**src/rtl/y86_pkg.sv**
```systemverilog
// Shared Y86-64 encodings: icodes, condition ifuns and ALU op codes.
package y86_pkg;

  // Instruction codes relevant to condition-code handling
  localparam logic [3:0] IC_CMOV = 4'h2;
  localparam logic [3:0] IC_OPQ  = 4'h6;
  localparam logic [3:0] IC_JXX  = 4'h7;

  // Condition function codes for jXX / cmovXX
  localparam logic [3:0] C_ALWAYS = 4'h0;
  localparam logic [3:0] C_LE     = 4'h1;
  localparam logic [3:0] C_L      = 4'h2;
  localparam logic [3:0] C_E      = 4'h3;
  localparam logic [3:0] C_NE     = 4'h4;
  localparam logic [3:0] C_GE     = 4'h5;
  localparam logic [3:0] C_G      = 4'h6;

  // ALU operation encodings carried in the low ifun bits of OPq
  typedef enum logic [1:0] {
    ALU_ADD = 2'd0,
    ALU_SUB = 2'd1,
    ALU_AND = 2'd2,
    ALU_XOR = 2'd3
  } alu_op_e;

endpackage

```
**src/rtl/cond_eval.sv**
```systemverilog
// Pure combinational jXX/cmovXX condition evaluator.
// Maps (ZF, SF, OF, ifun) to a taken bit and an illegal-ifun flag.
// Shared with the branch-predict checker, so it has no icode knowledge.
module cond_eval
  import y86_pkg::*;
(
  input  logic       zf,
  input  logic       sf,
  input  logic       of,
  input  logic [3:0] ifun,
  output logic       cnd,
  output logic       err
);

  logic lt;
  assign lt = sf ^ of;

  // Decode the condition; reserved ifuns give not-taken plus err
  always_comb begin
    cnd = 1'b0;
    err = 1'b0;
    case (ifun)
      C_ALWAYS: cnd = 1'b1;
      C_LE:     cnd = lt | zf;
      C_L:      cnd = lt;
      C_E:      cnd = zf;
      C_NE:     cnd = ~zf;
      C_GE:     cnd = ~lt;
      C_G:      cnd = ~lt & ~zf;
      default:  err = 1'b1;
    endcase
  end

endmodule

```
**src/rtl/cc_unit.sv**
```systemverilog
// Execute-stage condition-code register and condition evaluator.
// Latches ZF/SF/OF from the ALU on committed OPq instructions and
// evaluates the jXX/cmov condition from the latched (not bypassed) flags.
// Optional build macro CC_STATS_EN adds saturating condition-evaluation
// and taken counters.
module cc_unit
  import y86_pkg::*;
#(
  parameter int unsigned W          = 64,
  parameter logic [3:0]  ICODE_OPQ  = IC_OPQ,
  parameter logic [3:0]  ICODE_JXX  = IC_JXX,
  parameter logic [3:0]  ICODE_CMOV = IC_CMOV
) (
  input  logic         clk,
  input  logic         rst_n,
  input  logic         e_valid,
  input  logic         e_stall,
  input  logic [3:0]   e_icode,
  input  logic [3:0]   e_ifun,
  input  logic [W-1:0] alu_res,
  input  logic         alu_zero,
  input  logic         alu_overflow,
  input  logic         m_exc,
  input  logic         w_exc,
  output logic         cc_zf,
  output logic         cc_sf,
  output logic         cc_of,
  output logic         e_cnd,
  output logic         cnd_err,
  output logic         cc_upd
`ifdef CC_STATS_EN
  ,
  output logic [31:0]  cnd_eval_cnt,
  output logic [31:0]  cnd_taken_cnt
`endif
);

  logic zf_q, sf_q, of_q, upd_q;
  logic zf_d, sf_d, of_d, upd_d;
  logic set_cc;
  logic is_cond_op;
  logic cnd_raw, err_raw;

  // Only the sign bit of the result matters here
  logic alu_res_unused;
  assign alu_res_unused = ^alu_res[W-2:0];

  // Flags may only change for a real, advancing OPq that no younger
  // exception will squash
  assign set_cc = e_valid & ~e_stall & (e_icode == ICODE_OPQ) & ~m_exc & ~w_exc;

  assign is_cond_op = (e_icode == ICODE_JXX) | (e_icode == ICODE_CMOV);

  cond_eval u_cond_eval (
    .zf   (zf_q),
    .sf   (sf_q),
    .of   (of_q),
    .ifun (e_ifun),
    .cnd  (cnd_raw),
    .err  (err_raw)
  );

  assign e_cnd   = cnd_raw;
  assign cnd_err = err_raw & is_cond_op;

  // Next-state for the flag register and the one-cycle update pulse
  always_comb begin
    zf_d  = zf_q;
    sf_d  = sf_q;
    of_d  = of_q;
    upd_d = 1'b0;
    if (set_cc) begin
      zf_d  = alu_zero;
      sf_d  = alu_res[W-1];
      of_d  = alu_overflow;
      upd_d = 1'b1;
    end
  end

  // Flag register; reset leaves ZF set so an 'e' condition is true
  always_ff @(posedge clk or negedge rst_n) begin
    if (!rst_n) begin
      zf_q  <= 1'b1;
      sf_q  <= 1'b0;
      of_q  <= 1'b0;
      upd_q <= 1'b0;
    end else begin
      zf_q  <= zf_d;
      sf_q  <= sf_d;
      of_q  <= of_d;
      upd_q <= upd_d;
    end
  end

  assign cc_zf  = zf_q;
  assign cc_sf  = sf_q;
  assign cc_of  = of_q;
  assign cc_upd = upd_q;

`ifdef CC_STATS_EN
  logic [31:0] eval_q, eval_d;
  logic [31:0] taken_q, taken_d;
  logic        count_eval;

  assign count_eval = e_valid & ~e_stall & is_cond_op;

  // Saturating counters of evaluated and taken conditions
  always_comb begin
    eval_d  = eval_q;
    taken_d = taken_q;
    if (count_eval) begin
      if (eval_q != 32'hFFFF_FFFF) eval_d = eval_q + 32'd1;
      if (cnd_raw && (taken_q != 32'hFFFF_FFFF)) taken_d = taken_q + 32'd1;
    end
  end

  // Counter registers
  always_ff @(posedge clk or negedge rst_n) begin
    if (!rst_n) begin
      eval_q  <= 32'd0;
      taken_q <= 32'd0;
    end else begin
      eval_q  <= eval_d;
      taken_q <= taken_d;
    end
  end

  assign cnd_eval_cnt  = eval_q;
  assign cnd_taken_cnt = taken_q;
`endif

endmodule

```
**config.mk**
```make
export PLATFORM = sky130hd
export DESIGN_NAME = cc_unit
export DESIGN_NICKNAME = d
export VERILOG_FILES = /design/src/rtl/y86_pkg.sv /design/src/rtl/cond_eval.sv /design/src/rtl/cc_unit.sv
export SDC_FILE = /design/constraint.sdc
export NUM_CORES = 1
export LEC_CHECK = 0
export BUFFER_PORTS_ARGS = -buffer_cell sky130_fd_sc_hd__buf_2
export CAP_MARGIN = 5
export CELL_PAD_IN_SITES_DETAIL_PLACEMENT = 1
export CELL_PAD_IN_SITES_GLOBAL_PLACEMENT = 1
export CORE_MARGIN = 5
export CORE_UTILIZATION = 10
export CTS_BUF_LIST = sky130_fd_sc_hd__clkbuf_8 sky130_fd_sc_hd__clkbuf_16
export DETAILED_ROUTE_END_ITERATION = 8
export PLACE_DENSITY = 0.95
export SLEW_MARGIN = 30
export SYNTH_ARGS = -nofsm -noshare
export SYNTH_HDL_FRONTEND = slang
export SYNTH_SLANG_ARGS = --single-unit
```
**constraint.sdc**
```tcl
create_clock -name clk -period 1.66 [get_ports clk]
set_input_delay 0.332 -clock clk [delete_from_list [all_inputs] [get_ports clk]]
set_output_delay 0.332 -clock clk [all_outputs]
set_load 0.02 [all_outputs]
```
### Yosys cells after proc, flatten, opt, wreduce, memory -nomap -nowiden

Index checks and enable logic that the tools add are counted.

| word-level totals | value |
|---|---|
| bits in registers | 4 |
| logic and storage cells | 32 |
| input port bits | 80 |

| operators by class | value |
|---|---|
| reduce and logical (&&, ||, !) cells | 2 |
| multiplexer cells | 3 |
| bitwise logic cells | 14 |
| eq/ne operators | 9 |

Operator list:

| cell | count |
|---|---|
| $eq A4 B3 Y1 const B | 5 |
| $eq A4 B2 Y1 const B | 3 |
| $pmux W1 S7 | 1 |
| $reduce_or A7 Y1 | 1 |
| $and A1 B1 Y1 | 6 |
| $not A1 Y1 | 5 |
| $eq A4 B1 Y1 const B | 1 |
| $logic_not A4 Y1 | 1 |
| $mux W1 | 2 |
| $or A1 B1 Y1 | 2 |
| $xor A1 B1 Y1 | 1 |

### Longest topological paths before layout

| logic depth | value |
|---|---|
| depth after elaboration | 6 |
| mapped depth | 3 |

### Hierarchy

A second synthesis with hierarchy kept.

| second synthesis, totals | value |
|---|---|
| cells, all modules | 25 |
| area total of the unflattened synthesis | 287.8 um2 |

By module, submodules not included:

| module | area each (um2) | times used | cells an instance | seq. area each (um2) |
|---|---|---|---|---|
| cc_unit | 197.7 | 1 | 14 | 101.3 |
| cond_eval | 90.1 | 1 | 11 | 0.0 |

### Worst setup path after synthesis

No wires, ideal clock.

| timing | value |
|---|---|
| path kind | flip-flop to output port |
| start point | register zf_q, in the netlist cc_zf |
| end point | output e_cnd |
| data arrival time | 1.352 ns |
| data required time | 1.328 ns |
| stages on the path, launching flop included | 4 |
| slack | -0.024 ns |
| path through | dfstp_2 -> mux2_1 -> or4b_1 -> o311ai_1 |

| between the ends | value |
|---|---|
| cells in the longest elaborated chain, start to end | 3 |
| elaborated cells on any way between the ends | 4 |
| those cells by class | mux: 1; bitwise: 3 |

Ends and longest elaborated chain:

| element | line | source |
|---|---|---|
| start, declared | cc_unit.sv:38 | `logic zf_q, sf_q, of_q, upd_q;` |
| start signal, assigned | cc_unit.sv:88 | `zf_q <= zf_d;` |
| $not A1 Y1 | cond_eval.sv:27, cond_eval.sv:29 |  |
| $and A1 B1 Y1 | cond_eval.sv:29 | `C_G: cnd = ~lt & ~zf;` |
| $pmux W1 S7 * | cond_eval.sv:22 | `case (ifun)` |
| end, declared | cc_unit.sv:28 | `output logic e_cnd,` |

Mark *: on every way between the ends. The rest lies on a longest branch, timed or not.

### Worst setup path in the final report

Same ends and word-level chain as after synthesis.

==> results.ini <==
[logic_synthesis]
netlist_area_um2 = 269
yosys.area_share.simple = 0.247
ys_warn_count = 0
yosys-top-cells-area = dfrtp_1 (28%), mux2_4 (17%), dfstp_2 (9.8%)
synthAdderAreaFrac = 0
synth_mux_area_frac = 0.209
synth_compound_area_frac = 0.0884
synth_edf_count = 0
yosys_most_used_dff = dfrtp_1
yosys.area_share.xor_xnor = 0.0651
netlist-cell-type-count = 17
syn_inst = 22
avgSynthCellArea_um2 = 12.2
netlist_top_cells_count = dfrtp_1 (3), mux2_4 (3), xor2_1 (2)
synth_top_family_by_area = simple AND/OR/NAND/NOR gates
yosysTopAreaCell = dfrtp_1
ys_seq_elements = 4
yosys.area.top_type_share = 0.279
seq_area_frac_synth = 0.377
ys_async_sr_fraction = 1.00
syn-num-nets = 102

[clock_network]
cts.reportedPaths.clkPinSlew_ps = 30
cts-buffers-inserted = 3
root_buffer = clkbuf_8
clk-insertion-delay-late_ps = 220
cts.htree.levels = 1
cts_tree = built
cts_buffer_depth = 2
cts.sinks = 4

[finish]
diodes = 0
drive_gt1_frac = 0.722
nFillCells = 311
fin_nets = 135
syn_to_final_growth_pct = 101

[timing]
drv_slew = 0
rsz0062_at_grt = true
skew_ps = 0
setup_viol = 1
period_share = 1.16
fin_ws_ps = -268
fmax_mhz = 519
max_slew_margin = 0.714
hold_viol = 0
fin_crit_ps = 1930
tightest_slew_ps = 429

[global_routing]
grt_max_degree = 6
overflow = 0
grt_pass1_vias = 378
grt_pass1_wl_um = 1530
antenna_found_initial = 0
track_usage = 0.0576

[power_and_ir_drop]
power_leakage_nw = 0.300
max-vdd-ir-drop_mv = 0.427
p_total_w = 0.000432
p_per_area_nw_per_um2 = 800

[setup_path]
critPathMaxFanout = 2
slowest_delay_ps = 530
end_kind = primary output
crit_slowest_cell = or4b_4
cp_data_required_time_ps = 1330
r2r_end = cc_of
cp-start-kind = register
worstSetupPathType = reg -> out
critPathLaunch = cc_zf
crit_family = simple AND/OR/NAND/NOR gates
path_buf_inv = 1
r2r-start = cc_of
rrSetupSlack_ps = 780
cp_cell_sequence = mux2_4 > or4b_4 > o311ai_4 > buf_6
arrival_ps = 1600
rr_worst_depth = 2

[route]
dr.pass1.iters = 2
viasPerCell = 3.64
drtIter0Drc = 3
wirelength_um = 940
drt-wirelength-per-cell_um = 11.2
drcViolationCount = 0
vias = 306
ant_nets = 0

[placement]
place.gp.congestion = 0.677
place.port_buffers = 22
preCtsSetupSlack_ps = -228

[flow_run]
cap_violations = 0

[floorplan]
ios = 86
rows = 18
fp.coreArea_um2 = 2520
die_y_um = 61.9
initial_core_util = 0.107
dieWidth_um = 61.9
dieArea_um2 = 3830

[status]
status = finished, violations left
violations = negative setup slack

[min_path]
hold_depth = 2
holdPathEnd = cc_sf
hp-start = alu_res[63]
holdCritPathClass = in -> reg

==> cells by family (layout without fill, tap and decap cells) <==
kind of cell              after synthesis  count (layout)
and+or+nand+nor                         8               8
muxes                                   4               4
DFF                                     4               4
AOI/OAI and AO/OA                       3               3
xor gates and xnor gates                2               2
buffers and inverters                   1              33
==> worst max-delay path by stage <==
| stage | end | slack (ps) | cells past startpoint |
|---|---|---|---|
| final | e_cnd | -270 | 4 |
| after global routing | e_cnd | -300 | 4 |
| after CTS | e_cnd | -290 | 4 |
| after detailed placement | e_cnd | -230 | 5 |
| after global placement | e_cnd | -200 | 5 |
| after floorplan | e_cnd | 6 | 3 |
==> registers in the layout, indices dropped and copies added (netlist names) <==
name	flops
cc_upd	1
cc_zf	1
cc_sf	1
cc_of	1
==> where the power goes <==
group / leakage, nW / switching [W] / internal [W]
Sequential: 0.0515 / 0.00000380 / 0.000106
Clock: 0.0269 / 0.0000522 / 0.000158
Combinational: 0.221 / 0.0000504 / 0.0000626
Total: 0.300 / 0.000106 / 0.000326
==> worst register-to-register path, delay by kind of cell, from the launching register on <==
| family | cells | cell delay (ps) |
|---|---|---|
| muxes | 1 | 250 |
| buffers and inverters | 1 | 140 |
| DFF | 1 | 380 |
==> layout by cell type (no fill, tap or decap), drive strengths merged, types with 2 or more instances in the layout <==
cell type  synthesis  final
or4                2      2
buf                0     27
xor2               2      2
mux2               4      4
inv                1      2
dfrtp              3      3
clkbuf             0      3
==> stage by stage <==
step	std cells	util	hold WS [ps]	area, um2	setup TNS [ps]
CTS	84	0.209	346	527	-291
floorplan	22	-	36.4	277	0
detailed placement	79	0.183	139	462	-228
global placement	79	0.183	136	462	-203
finish	84	0.214	350	541	-268
global route	84	0.214	354	541	-298
==> repair_timing <==
action	4_1_cts	5_1_grt
resized for setup	3	2
cloned	0	0
hold buffers	1	0
pin swaps	0	0
setup endpoints to repair	1	1
hold endpoints to repair	3	0
buffers inserted	0	0
==> area by class of cell <==
cell class	instances	area (um2)	share of cell area
sequential	4	101	0.187
timing repair buffer	28	164	0.303
multi-input combinational	17	189	0.350
inverter	1	3.75	0.00694
clock buffer	3	41.3	0.0764
tap	30	37.5	0.0694
clock inverter	1	3.75	0.00694
==> routing by layer <==
metal,track usage,vias up,wire length [um]
met2,0.0957,19,470
met4,0.0364,0,20
met5,0,-,0
met1,0.0544,136,353
li1,-,149,-
met3,0.0331,2,96
No activity file was read; power rests on OpenSTA's default activity.
